### src/rtl/alu32_seq_ctrl.sv
// Two-pass 32-bit ALU sequencer around a shared combinational 16-bit slice.
// The LO pass runs bits 15:0, the HI pass runs bits 31:16 with the carry chained between them.
module alu32_seq_ctrl #(
    parameter int HALF_W = 16
) (
    input  logic                  clk,
    input  logic                  rst,
    // Handshake on both ports: a transfer happens on a rising edge where valid & ready are both 1;
    // valid, once raised, holds with its payload stable until that transfer.
    input  logic                  in_valid,
    output logic                  in_ready,
    input  logic [2*HALF_W-1:0]   in_a,
    input  logic [2*HALF_W-1:0]   in_b,
    input  logic [2:0]            in_op,
    output logic                  out_valid,
    input  logic                  out_ready,
    output logic [2*HALF_W-1:0]   out_result,
    output logic                  out_zero,
    output logic                  out_cout,
    output logic                  out_ovf,
    output logic                  out_err,
    output logic [HALF_W-1:0]     alu_a,
    output logic [HALF_W-1:0]     alu_b,
    output logic                  alu_cin,
    output logic                  alu_less,
    output logic [2:0]            alu_op,
    input  logic [HALF_W-1:0]     alu_result,
    input  logic                  alu_cout,
    input  logic                  alu_set,
    input  logic                  alu_zero,
    input  logic                  alu_overflow,
    output logic [1:0]            dbg_state
);

    localparam int W = 2 * HALF_W;

    localparam logic [2:0] OP_AND = 3'b000;
    localparam logic [2:0] OP_OR  = 3'b001;
    localparam logic [2:0] OP_ADD = 3'b010;
    localparam logic [2:0] OP_SUB = 3'b110;
    localparam logic [2:0] OP_SLT = 3'b111;

    typedef enum logic [1:0] {
        IDLE = 2'd0,
        LO   = 2'd1,
        HI   = 2'd2,
        DONE = 2'd3
    } state_t;

    state_t              state;
    state_t              state_nxt;
    logic [W-1:0]        a_q;
    logic [W-1:0]        b_q;
    logic [2:0]          op_q;
    logic                carry_q;
    logic [HALF_W-1:0]   lo_res_q;
    logic                lo_zero_q;
    logic                accept;
    logic                in_legal;
    logic                slt_bit;

    function automatic logic op_legal(input logic [2:0] op);
        case (op)
            OP_AND, OP_OR, OP_ADD, OP_SUB, OP_SLT: op_legal = 1'b1;
            default:                               op_legal = 1'b0;
        endcase
    endfunction

    assign in_legal  = op_legal(in_op);
    assign accept    = in_valid & in_ready;
    assign out_valid = (state == DONE);
    assign dbg_state = state;
    // Signed less-than from the full 32-bit subtraction done across both passes
    assign slt_bit   = alu_set ^ alu_overflow;

    always_comb begin
        state_nxt = state;
        in_ready  = 1'b0;
        alu_a     = '0;
        alu_b     = '0;
        alu_cin   = 1'b0;
        alu_less  = 1'b0;
        alu_op    = 3'b000;
        case (state)
            IDLE: begin
                in_ready = 1'b1;
                if (in_valid) state_nxt = in_legal ? LO : DONE;
            end
            LO: begin
                alu_a     = a_q[HALF_W-1:0];
                alu_b     = b_q[HALF_W-1:0];
                alu_op    = op_q;
                alu_cin   = op_q[2];
                state_nxt = HI;
            end
            HI: begin
                alu_a     = a_q[W-1:HALF_W];
                alu_b     = b_q[W-1:HALF_W];
                alu_op    = op_q;
                // Only the arithmetic ops (op[1]=1) chain the carry
                alu_cin   = op_q[1] & carry_q;
                state_nxt = DONE;
            end
            DONE: begin
                in_ready = out_ready;
                if (out_ready) begin
                    if (in_valid) state_nxt = in_legal ? LO : DONE;
                    else          state_nxt = IDLE;
                end
            end
            default: state_nxt = IDLE;
        endcase
    end

    always_ff @(posedge clk or posedge rst) begin
        if (rst) begin
            state      <= IDLE;
            a_q        <= '0;
            b_q        <= '0;
            op_q       <= 3'b000;
            carry_q    <= 1'b0;
            lo_res_q   <= '0;
            lo_zero_q  <= 1'b0;
            out_result <= '0;
            out_zero   <= 1'b0;
            out_cout   <= 1'b0;
            out_ovf    <= 1'b0;
            out_err    <= 1'b0;
        end else begin
            state <= state_nxt;
            if (accept) begin
                a_q  <= in_a;
                b_q  <= in_b;
                op_q <= in_op;
                if (!in_legal) begin
                    out_result <= '0;
                    out_zero   <= 1'b1;
                    out_cout   <= 1'b0;
                    out_ovf    <= 1'b0;
                    out_err    <= 1'b1;
                end
            end
            if (state == LO) begin
                lo_res_q  <= alu_result;
                carry_q   <= alu_cout;
                lo_zero_q <= alu_zero;
            end
            if (state == HI) begin
                out_err <= 1'b0;
                if (op_q == OP_SLT) begin
                    out_result <= {{(W-1){1'b0}}, slt_bit};
                    out_zero   <= ~slt_bit;
                    out_cout   <= 1'b0;
                    out_ovf    <= 1'b0;
                end else begin
                    out_result <= {alu_result, lo_res_q};
                    out_zero   <= alu_zero & lo_zero_q;
                    out_cout   <= alu_cout;
                    out_ovf    <= ((op_q == OP_ADD) || (op_q == OP_SUB)) & alu_overflow;
                end
            end
        end
    end

endmodule

### config.mk
export PLATFORM = sky130hd
export DESIGN_NAME = alu32_seq_ctrl
export DESIGN_NICKNAME = d
export VERILOG_FILES = /design/src/rtl/alu32_seq_ctrl.sv
export SDC_FILE = /design/constraint.sdc
export NUM_CORES = 1
export LEC_CHECK = 0
export BUFFER_PORTS_ARGS = -buffer_cell sky130_fd_sc_hd__buf_2
export CORE_MARGIN = 4
export CORE_UTILIZATION = 46
export DETAILED_ROUTE_END_ITERATION = 10
export MAX_ROUTING_LAYER = met4
export PLACE_DENSITY = 0.82
export SETUP_SLACK_MARGIN = 0.2
export SLEW_MARGIN = 5
export SYNTH_ARGS = -nofsm -noshare
export SYNTH_HDL_FRONTEND = slang
export SYNTH_SLANG_ARGS = --single-unit
### constraint.sdc
create_clock -name clk -period 4 [get_ports clk]
set_clock_uncertainty 0.15 [all_clocks]
set_input_delay 0.4 -clock clk [delete_from_list [all_inputs] [get_ports clk]]
set_output_delay 0.4 -clock clk [all_outputs]
set_load 0.03 [all_outputs]
* Word level (Yosys, flattened, before mapping)
Index checks and enable logic that the tools add are counted.
Cells by class: equality and inequality tests 13, multiplexer cells 26, bitwise logic cells 6, reductions and logical operators 8
Operator list (number):
- two-way mux 32 bit | 4
- case mux 16 bit (2 select lines) | 2
- equality test 3 bit, second input constant | 4
- two-way mux 1 bit | 12
- two-way mux 2 bit | 4
- case mux 2 bit (4 select lines) | 1
- equality test 3 x 2 -> 1 bit, second input constant | 2
- OR reduction 5 bit | 1
- AND 1 bit | 4
- equality test 2 bit, second input constant | 2
- != test 2 x 1 -> 1 bit, second input constant | 2
- case mux 1 bit (2 select lines) | 2
- AND reduction 2 bit | 2
- equality test 3 x 1 -> 1 bit, second input constant | 1
- zero test 3 bit | 1
- two-way mux 3 bit | 1
- equality test 2 x 1 -> 1 bit, second input constant | 1
- zero test 2 bit | 1
- != test 2 bit, second input constant | 1
- nonzero test 2 bit | 1
- OR reduction 2 bit | 1
- logical OR 1 bit | 1
- NOT 1 bit | 1
- XOR 1 bit | 1
Storage, ports and cells: register bits 123, bits of input ports 91, output and inout bits 77, logic and storage cells 65

* Longest topological paths before layout
depth after elaboration 7, mapped depth 8, mapped depth without buffers 5

* Worst setup path after synthesis
Ideal clock, no wire load.
kind flip-flop to output port, from register state[0], in the netlist dbg_state[0], to output port alu_a[10], arrival 1.905 ns, data required time 3.450 ns, path slack 1.545 ns, stages on the path, launching flop included 6, path buffers 2, path through dfrtp_1 > inv_1 > ha_1 > clkbuf_1 > clkbuf_1 > nor2b_1
On the way: word-level cells in the longest chain between the ends 2, elaborated cells on any way between the ends 3, classes of those cells eq/ne: 2; mux: 1
RTL lines:
- start: declaration | RTL line 50 | state_t state;
- start signal: assignment | RTL line 130 | state <= state_nxt;
- equality test 2 bit or equality test 2 x 1 -> 1 bit (tied branches) | RTL line 84 | case (state)
- case mux 16 bit (2 select lines) (*) | RTL line 84
- end: declaration | RTL line 22 | output logic [HALF_W-1:0] alu_a,
Mark *: on every way between the ends. The rest lies on a longest branch, timed or not.

* Final worst setup path
from register state[0], in the netlist dbg_state[0], to output port alu_a[2]
Same word-level chain as after synthesis.

==> metrics.yaml <==
grt_usage: 0.202
clock-sinks: 123
grt_pass1_wl_um: 20500
placed_cell_area_mm2: 0.00632
grt_pass1_vias: 4104
use_met3: 0.0632
synth-seq-cells: 123
coreArea_mm2: 0.0115
yosysUniqueCellTypes: 38
gp_congestion: 0.854
tightest_slew_ns: 1.21
cts_buffers: 17
gr-total-overflow: 0
synth_nets: 479
synth-main-ff-cell: "dfrtp_1"
antenna_found_initial: 0
vias: 3831
drt-wirelength-per-cell_um: 18.4
drive_above_1_share: 0.521
ctsLongestPathBuffers: 2
cp_data_required_time_ns: 3.45
syn_to_final_growth_pct: 28.2
rows: 39
syn_area_mm2: 0.00540
die-area_mm2: 0.0135
async_reset_ff_frac: 1.00
start_util: 0.471
cts_tree: "yes"
hold_buffers: 0
worstPathCellList: "inv_1 -> ha_1 -> buf_4 -> a22oi_1 -> nor2b_1 -> buf_2"
max_slew_margin: 0.196
cp_max_fo: 24
ant_nets: 0
gr-usage-met1: 0.254
fin_crit_ns: 3.03
cp-end-kind: "output pin"
first_pass_iters: 4
netlist_top_cells_area: "dfrtp_1, mux2_2, mux2_4"
crit_type: "reg -> out"
final_cell_area_mm2: 0.00692
yosysWarnings: 0
rsz0062_at_grt: "no"
maxSlewViolCount: 0
routed_wl_um: 12800
hold_viol: 0
synth_top_area_share: 0.570
pin_count: 168
num-nets-final: 637
avgSynthCellArea_um2: 14.1
grt_max_degree: 80
yosysTopAreaCell: "dfrtp_1"
die_height_um: 116
grt_util_met2: 0.310
portBuffers: 166
yosysMostFrequentCell: "dfrtp_1"
cp_slowest_stage_delay_ns: 0.55
setup-violations-final: 0
critical_path_buf_inv_count: 3
slowest_stage: "ha_1"
synth_common_cells: "dfrtp_1, mux2_2, nor2b_1"
hp-class: "in -> async"
max_cap_violations: 0
diodes: 0
cts_setup_buffers: 0
viasPerCell: 5.50
syn_inst: 384
power_w: 0.00711
status: "finished, final reports clean"
die-width_um: 116
drtIter0Drc: 295
ys_seq_area_frac: 0.570
timing.fmax_mhz: 330
synth_edf_count: 0
clock_latency_ns: 0.40
cts-root-buf: "clkbuf_16"
cp.arrival_ns: 2.48
grt_busiest_layer: "met2"
p_leak_nw: 3.29
clkSlewWorstSetupHoldPaths_ns: 0.06
dp_hpwl_um: 8690
htree_levels: 4
crit_family: "buffers and inverters"
drcViolationCount: 0
final.period_utilization: 0.757
irDropWorstVdd_v: 0.000744
tns_ns: 0
cts_resized: 0
power_density_mw_per_mm2: 1030
startpoint_type: "flip-flop"
state kept, by name, indices dropped and copies added (netlist names), 2 cells and up:
| name | count |
|---|---|
| a_q | 32 |
| op_q | 3 |
| dbg_state | 2 |
| b_q | 32 |
| lo_res_q | 16 |
| out_result | 32 |
metal layers:
layer | part of all wire | vias to the layer above
met5 | 0 | -
met4 | 0.012 | 0
met3 | 0.082 | 15
met2 | 0.47 | 146
met1 | 0.43 | 1936
li1 | - | 1734
final cells by class:
class,instances,area (um2)
sequential,123,3080
clock inverter,8,144
timing repair buffer,172,901
inverter,5,22.5
multi-input combinational,223,2140
fill,916,4550
tap,143,179
clock buffer,22,454
layout by cell type, fill, tap and decap left out, types with 2 or more instances in the layout:
master / count
bufinv_16: 4
o21ai_0: 2
a22oi_1: 32
dfrtp_1: 123
and2_1: 4
nand3_1: 2
clkinv_2: 3
nor2b_1: 35
buf_12: 2
nand2b_1: 3
buf_4: 4
clkbuf_1: 4
a21o_1: 2
a32o_1: 32
ha_1: 3
mux2_2: 55
clkbuf_16: 17
inv_1: 3
buf_2: 166
mux2_4: 30
a21oi_1: 4
cells by family after synthesis:
| kind of cell | count (synthesis) | share of synthesized area |
|---|---|---|
| adders and majority gates | 4 | 0.00927 |
| other | 1 | 0.000694 |
| DFF | 123 | 0.570 |
| muxes | 85 | 0.198 |
| AOI/OAI and AO/OA | 82 | 0.129 |
| buffers and inverters | 38 | 0.0343 |
| xor gates and xnor gates | 1 | 0.00162 |
| and+or+nand+nor | 50 | 0.0575 |
per-stage QoR:
step / worst slack, ns / hold slack [ns] / cells / utilization
floorplan: 1.54 / 0.312 / 384 / -
global placement: 1.20 / 0.320 / 666 / 0.551
detailed placement: 1.14 / 0.334 / 666 / 0.551
CTS: 0.928 / 0.0526 / 696 / 0.603
global route: 0.784 / 0.0563 / 696 / 0.603
finish: 0.974 / 0.0615 / 696 / 0.603
worst paths after layout:
| path | slack [ns] | endpoint | cells after the start | from |
|---|---|---|---|---|
| worst max-delay path | 0.97 | alu_a[2] | 6 | dbg_state[0] |
| max in group asynchronous | 2.74 | b_q[16] | 3 | rst |
| worst max register to register | 1.12 | out_result[10] | 4 | dbg_state[0] |
| min in group clk | 0.07 | b_q[5] | 2 | in_b[5] |
| worst min register to register | 0.34 | out_result[7] | 1 | lo_res_q[7] |
| worst min-delay path | 0.06 | out_result[15] | 2 | rst |
report_power, final:
part	leakage [nW]	switching [W]	total (W)	internal [W]
logic	1.51	0.00188	0.00331	0.00144
registers	1.48	0.000362	0.00225	0.00188
clock network	0.294	0.000505	0.00155	0.00105
total	3.29	0.00274	0.00711	0.00437
Power figures use the tool's default switching activity.
